$ cat src/rtl/dmem_arbiter_if.sv
// Bundle of both requester ports and the data_mem port seen by dmem_arbiter.
// Handshake: a requester holds req/we/addr/wdata stable until the cycle ack is high; that
// cycle performs the access (rdata valid on reads, write commits at the closing posedge).
interface dmem_arbiter_if #(
  parameter int ADDR_W = 32,
  parameter int DATA_W = 32
);
  logic              req0;
  logic              req1;
  logic              we0;
  logic              we1;
  logic [ADDR_W-1:0] addr0;
  logic [ADDR_W-1:0] addr1;
  logic [DATA_W-1:0] wdata0;
  logic [DATA_W-1:0] wdata1;
  logic              ack0;
  logic              ack1;
  logic [DATA_W-1:0] rdata0;
  logic [DATA_W-1:0] rdata1;
  logic [1:0]        owner;
  logic              mem_write;
  logic              mem_read;
  logic [ADDR_W-1:0] mem_addr;
  logic [DATA_W-1:0] mem_wdata;
  logic [DATA_W-1:0] mem_rdata;

  // Requesters plus the memory model.
  modport master (
    output req0, req1, we0, we1, addr0, addr1, wdata0, wdata1, mem_rdata,
    input  ack0, ack1, rdata0, rdata1, owner, mem_write, mem_read, mem_addr, mem_wdata
  );

  // The arbiter itself.
  modport slave (
    input  req0, req1, we0, we1, addr0, addr1, wdata0, wdata1, mem_rdata,
    output ack0, ack1, rdata0, rdata1, owner, mem_write, mem_read, mem_addr, mem_wdata
  );
endinterface

$ cat src/rtl/dmem_arbiter.sv
// Two-port round-robin arbiter in front of the single data_mem port, with a per-grant
// burst limit so one requester cannot starve the other.
module dmem_arbiter #(
  parameter int ADDR_W    = 32,
  parameter int DATA_W    = 32,
  parameter int MAX_BURST = 4
) (
  input  logic         clk,
  input  logic         rst,
  dmem_arbiter_if.slave bus,
  output logic [1:0]   dbg_state,
  output logic         dbg_prio
);

  localparam int BEAT_W = $clog2(MAX_BURST) + 1;
  localparam logic [BEAT_W-1:0] LAST_BEAT = BEAT_W'(MAX_BURST - 1);

  typedef enum logic [1:0] {
    IDLE = 2'd0,
    GNT0 = 2'd1,
    GNT1 = 2'd2
  } state_t;

  state_t            state;
  state_t            state_nxt;
  logic              prio;
  logic              prio_nxt;
  logic [BEAT_W-1:0] beat_cnt;
  logic [BEAT_W-1:0] beat_nxt;

  logic              gnt1;
  logic              own_req;
  logic              oth_req;
  logic              own_we;
  logic [ADDR_W-1:0] own_addr;
  logic [DATA_W-1:0] own_wdata;
  state_t            oth_state;

  logic              ack0;
  logic              ack1;
  logic [DATA_W-1:0] rdata0;
  logic [DATA_W-1:0] rdata1;
  logic [1:0]        owner;
  logic              mem_write;
  logic              mem_read;
  logic [ADDR_W-1:0] mem_addr;
  logic [DATA_W-1:0] mem_wdata;

  // Port-agnostic view of whoever currently holds the grant.
  assign gnt1      = (state == GNT1);
  assign own_req   = gnt1 ? bus.req1   : bus.req0;
  assign oth_req   = gnt1 ? bus.req0   : bus.req1;
  assign own_we    = gnt1 ? bus.we1    : bus.we0;
  assign own_addr  = gnt1 ? bus.addr1  : bus.addr0;
  assign own_wdata = gnt1 ? bus.wdata1 : bus.wdata0;
  assign oth_state = gnt1 ? GNT0 : GNT1;

  always_ff @(posedge clk) begin
    if (rst) begin
      state    <= IDLE;
      prio     <= 1'b0;
      beat_cnt <= '0;
    end else begin
      state    <= state_nxt;
      prio     <= prio_nxt;
      beat_cnt <= beat_nxt;
    end
  end

  always_comb begin
    state_nxt = state;
    prio_nxt  = prio;
    beat_nxt  = beat_cnt;
    ack0      = 1'b0;
    ack1      = 1'b0;
    rdata0    = '0;
    rdata1    = '0;
    owner     = 2'b00;
    mem_write = 1'b0;
    mem_read  = 1'b0;
    mem_addr  = '0;
    mem_wdata = '0;

    case (state)
      IDLE: begin
        beat_nxt = '0;
        if (bus.req0 && (!bus.req1 || !prio)) begin
          state_nxt = GNT0;
        end else if (bus.req1) begin
          state_nxt = GNT1;
        end
      end

      GNT0, GNT1: begin
        owner     = gnt1 ? 2'b10 : 2'b01;
        mem_addr  = own_addr;
        mem_wdata = own_wdata;
        if (!own_req) begin
          // Owner let go: hand over immediately if the other port waits.
          state_nxt = oth_req ? oth_state : IDLE;
          beat_nxt  = '0;
        end else begin
          mem_write = own_we;
          mem_read  = ~own_we;
          prio_nxt  = ~gnt1;
          if (gnt1) begin
            ack1   = 1'b1;
            rdata1 = own_we ? '0 : bus.mem_rdata;
          end else begin
            ack0   = 1'b1;
            rdata0 = own_we ? '0 : bus.mem_rdata;
          end
          if (beat_cnt == LAST_BEAT) begin
            beat_nxt = '0;
            if (oth_req) begin
              state_nxt = oth_state;
            end
          end else begin
            beat_nxt = beat_cnt + 1'b1;
          end
        end
      end

      default: begin
        state_nxt = IDLE;
        beat_nxt  = '0;
      end
    endcase

    // Reset masks every memory-side effect so nothing lands mid-reset.
    if (rst) begin
      ack0      = 1'b0;
      ack1      = 1'b0;
      rdata0    = '0;
      rdata1    = '0;
      mem_write = 1'b0;
      mem_read  = 1'b0;
      mem_addr  = '0;
      mem_wdata = '0;
    end
  end

  assign bus.ack0      = ack0;
  assign bus.ack1      = ack1;
  assign bus.rdata0    = rdata0;
  assign bus.rdata1    = rdata1;
  assign bus.owner     = owner;
  assign bus.mem_write = mem_write;
  assign bus.mem_read  = mem_read;
  assign bus.mem_addr  = mem_addr;
  assign bus.mem_wdata = mem_wdata;

  assign dbg_state = state;
  assign dbg_prio  = prio;

endmodule

$ cat src/flat_wrapper.sv
// flat-port wrapper written by rule: the top's interface ports become plain ports
module dmem_arbiter_flat 
#(
  parameter int ADDR_W    = 32,
  parameter int DATA_W    = 32,
  parameter int MAX_BURST = 4
)
  (clk, rst, dbg_state, dbg_prio, bus_req0, bus_req1, bus_we0, bus_we1, bus_addr0, bus_addr1, bus_wdata0, bus_wdata1, bus_mem_rdata, bus_ack0, bus_ack1, bus_rdata0, bus_rdata1, bus_owner, bus_mem_write, bus_mem_read, bus_mem_addr, bus_mem_wdata);
  dmem_arbiter_if #(.ADDR_W(ADDR_W), .DATA_W(DATA_W)) bus_i ();
  input  logic clk;
  input  logic rst;
  output logic [1:0] dbg_state;
  output logic dbg_prio;
  input wire logic [$bits(bus_i.req0)-1:0] bus_req0;
  input wire logic [$bits(bus_i.req1)-1:0] bus_req1;
  input wire logic [$bits(bus_i.we0)-1:0] bus_we0;
  input wire logic [$bits(bus_i.we1)-1:0] bus_we1;
  input wire logic [$bits(bus_i.addr0)-1:0] bus_addr0;
  input wire logic [$bits(bus_i.addr1)-1:0] bus_addr1;
  input wire logic [$bits(bus_i.wdata0)-1:0] bus_wdata0;
  input wire logic [$bits(bus_i.wdata1)-1:0] bus_wdata1;
  input wire logic [$bits(bus_i.mem_rdata)-1:0] bus_mem_rdata;
  output wire logic [$bits(bus_i.ack0)-1:0] bus_ack0;
  output wire logic [$bits(bus_i.ack1)-1:0] bus_ack1;
  output wire logic [$bits(bus_i.rdata0)-1:0] bus_rdata0;
  output wire logic [$bits(bus_i.rdata1)-1:0] bus_rdata1;
  output wire logic [$bits(bus_i.owner)-1:0] bus_owner;
  output wire logic [$bits(bus_i.mem_write)-1:0] bus_mem_write;
  output wire logic [$bits(bus_i.mem_read)-1:0] bus_mem_read;
  output wire logic [$bits(bus_i.mem_addr)-1:0] bus_mem_addr;
  output wire logic [$bits(bus_i.mem_wdata)-1:0] bus_mem_wdata;
  assign bus_i.req0 = bus_req0;
  assign bus_i.req1 = bus_req1;
  assign bus_i.we0 = bus_we0;
  assign bus_i.we1 = bus_we1;
  assign bus_i.addr0 = bus_addr0;
  assign bus_i.addr1 = bus_addr1;
  assign bus_i.wdata0 = bus_wdata0;
  assign bus_i.wdata1 = bus_wdata1;
  assign bus_i.mem_rdata = bus_mem_rdata;
  assign bus_ack0 = bus_i.ack0;
  assign bus_ack1 = bus_i.ack1;
  assign bus_rdata0 = bus_i.rdata0;
  assign bus_rdata1 = bus_i.rdata1;
  assign bus_owner = bus_i.owner;
  assign bus_mem_write = bus_i.mem_write;
  assign bus_mem_read = bus_i.mem_read;
  assign bus_mem_addr = bus_i.mem_addr;
  assign bus_mem_wdata = bus_i.mem_wdata;
  dmem_arbiter #(.ADDR_W(ADDR_W), .DATA_W(DATA_W), .MAX_BURST(MAX_BURST)) u_core (.clk(clk), .rst(rst), .bus(bus_i), .dbg_state(dbg_state), .dbg_prio(dbg_prio));
endmodule
$ cat config.mk
export PLATFORM = sky130hd
export DESIGN_NAME = dmem_arbiter_flat
export DESIGN_NICKNAME = d
export VERILOG_FILES = /design/src/rtl/dmem_arbiter_if.sv /design/src/rtl/dmem_arbiter.sv /design/src/flat_wrapper.sv
export SDC_FILE = /design/constraint.sdc
export NUM_CORES = 1
export LEC_CHECK = 0
export CORE_AREA = 2 2 117 119
export CTS_CLUSTER_SIZE = 12
export DETAILED_ROUTE_END_ITERATION = 16
export DIE_AREA = 0 0 119 121
export GPL_TIMING_DRIVEN = 0
export PLACE_DENSITY = 0.66
export REMOVE_ABC_BUFFERS = 1
export SYNTH_ARGS = -nofsm -noshare
export SYNTH_HDL_FRONTEND = slang
export SYNTH_SLANG_ARGS = --single-unit
export TNS_END_PERCENT = 10
$ cat constraint.sdc
create_clock -name clk -period 2.7 [get_ports clk]
set_input_delay 0.81 -clock clk [delete_from_list [all_inputs] [get_ports clk]]
set_output_delay 0.81 -clock clk [all_outputs]
set_load 0.03 [all_outputs]
==> key figures <==
Die
  • Die Y-Extent: 121 um
  • Core Rows: 42
  • Die ar.: 14400 um2
  • I/O pins: 303
  • Total core area: 13100 um2
  • Initial Utilization: 0.142
  • Die width: 119 um

Placement
  • Detailed Place HPWL: 8940 um
  • Placed Cells: 762
  • PortBufs: 302
  • RePlAce Congestion: 0.853
  • Placed instance area: 5050 um2

Detailed routing
  • DR vias: 3463
  • DRT Wirelength: 13400 um
  • Final ANT Viol Nets: 0
  • Vias per cell: 4.32
  • DR DRC count: 0
  • TritonRoute pass-1 iters: 4
  • Post-detailed-route wirelength per cell: 16.7 um
  • First DRT Iteration DRCs: 123

Clock network
  • Clk_lat worst skew: 0.24 ns
  • Root Driver: clkbuf_16
  • Worst-case clock buffer depth: 2
  • CTS tree: done
  • TritonCTS Sinks: 6
  • H-tree depth: 1
  • CTS buffer count: 3
  • Clock Pin Slew Worst Setup and Hold Paths: 0.03 ns

STA
  • Hold slack final: 0.431 ns
  • Setup TNS: -1.93 ns
  • Worst-margin pin slew: 0.369 ns
  • Setup-failing EPs final: 46
  • Peak Freq: 354 MHz
  • Worst clock skew: 0.00526 ns
  • Max Slew Vio Count: 0
  • Final setup margin: -0.122 ns
  • Hold Vio Cnt, Final: 0
  • Worst slew margin: 0.754
  • Period utilization: 1.05
  • RSZ-0062 raised after global routing: true
  • Tmin final: 2.82 ns

Final layout
  • Final core occ: 0.435
  • Final Cell Area: 5690 um2
  • Layout cells sized above 1: 0.374
  • Antenna cell count: 0
  • Most common cell after layout, fill and taps aside: clkdlybuf4s50_1
  • Layout Nets: 800
  • Most frequent cells in the layout: clkdlybuf4s50_1 (164), nor2_1 (106), mux2i_1 (66)
  • Post-Layout Cell Count: 801
  • Synth-to-layout area growth: 206%

Global route
  • First-pass GRT wire length: 19800 um
  • Grt ovf: 0
  • Antenna violations before repair: 0
  • Number of global-route vias before repair: 3558
  • Largest net degree at the start of global routing: 49
  • GRT Util Overall: 0.175

Yosys
  • Seq/Total Area, Yosys: 0.0645
  • Asr flop ratio synth: 0
  • Syn Std Cell Area: 1860 um2
  • Unique masters post-synth: 29
  • Ys Warns: 0
  • Top FF cell, synth: dfxtp_1
  • Post-synth EDFFs: 0
  • Syn Inst Count: 309
  • Syn_area_per_cell: 6.03 um2
  • Number of synthesized register bits: 6

Worst setup path
  • Worst Setup Start Kind: primary input
  • CP Max Fanout: 8
  • WP data arrival: 2.01 ns
  • Req. time, crit path: 1.89 ns
  • Crit end category: primary output
  • Crit Path Class: in2out

Pwr
  • Leak Pwr: 2.23 nW
  • Power density over the cells: 554 nW/um2
  • Worst VDD drop: 0.000253 V

Job
  • Max Cap Viol: 0

Run status
  • Status: finished with violations
  • Failing checks: setup timing

Worst hold path
  • HP Class: reg2reg
[cells by family after synthesis]
family,Yosys count,share of synthesized area
mux,67,0.360
simple gates,184,0.394
buf+inv,32,0.0800
compound gates,13,0.0538
flops,6,0.0645
fa+ha+maj,7,0.0470
[final cells by class]
class | count | area, um2
fillers | 1283 | 7400
repair buffers | 333 | 3320
multi-input cells | 278 | 1920
well taps | 176 | 220
flip-flops and latches | 6 | 128
clock buffers | 3 | 75.1
inverters | 5 | 26.3
[flip-flops by register name, summed over array words and instances (netlist names)]
| register | flops |
|---|---|
| u_core.beat_cnt | 3 |
| u_core.dbg_prio | 1 |
| u_core.dbg_state | 2 |
[cells in the mapped netlist (2+ instances only)]
library cell  instances  area [um2]
nand2_1              36         135
nand2b_1              2        12.5
buf_1                 4        15.0
nor3_1                2        10.0
inv_1                 5        18.8
nor2_1              134         503
nor2b_1               3        18.8
mux2i_1              67         671
nor3b_1               2        15.0
ha_1                  7        87.6
o211ai_1              2        15.0
dfxtp_1               6         120
clkbuf_1              5        18.8
buf_2                16        80.1
a21oi_1               3        15.0
o21ai_0               2        10.0
[report_power, final]
group	switching, mW	internal (mW)
Combinational	1.51	1.25
Clock	0.0582	0.191
Sequential	0.0269	0.116
[layer usage]
metal | wire (um) | share of wire | GRT usage
met1 | 4730 | 0.35 | 0.179
met3 | 1250 | 0.094 | 0.0498
met2 | 7220 | 0.54 | 0.351
met4 | 188 | 0.014 | 0.0313
met5 | 0 | 0 | 0
[through the flow]
step,worst slack (ns),power [mW]
finish,-0.122,3.15
detailed placement,-1.95,2.42
global route,-0.174,3.32
CTS,-0.103,3.08
floorplan,-3.48,1.49
global placement,-5.18,2.44
[critical path, cell delays in order]
cell and delay [ns]:
buf_12 0.10, nand2b_4 0.18, buf_8 0.14, or3_4 0.47
nor2_1 0.14, buf_4 0.17
[worst paths after layout]
kind	to	slack [ns]	cells past startpoint	startpoint
min reg2reg	u_core.beat_cnt[0]$_SDFF_PP0_	0.43	1	u_core.beat_cnt[0]$_SDFF_PP0_
max	bus_rdata0[27]	-0.12	6	rst
max reg2reg	u_core.dbg_state[1]$_SDFFE_PP0P_	0.68	8	u_core.dbg_state[0]$_SDFFE_PP0P_
min	u_core.beat_cnt[0]$_SDFF_PP0_	0.43	1	u_core.beat_cnt[0]$_SDFF_PP0_
[timing repair]
action	4_1_cts	5_1_grt
hold buffers	0	0
cloned	9	0
resized for setup	655	102
endpoints found under the setup margin	133	131
pin swaps	19	10
buffers inserted	25	2
Power figures use the tool's default switching activity.
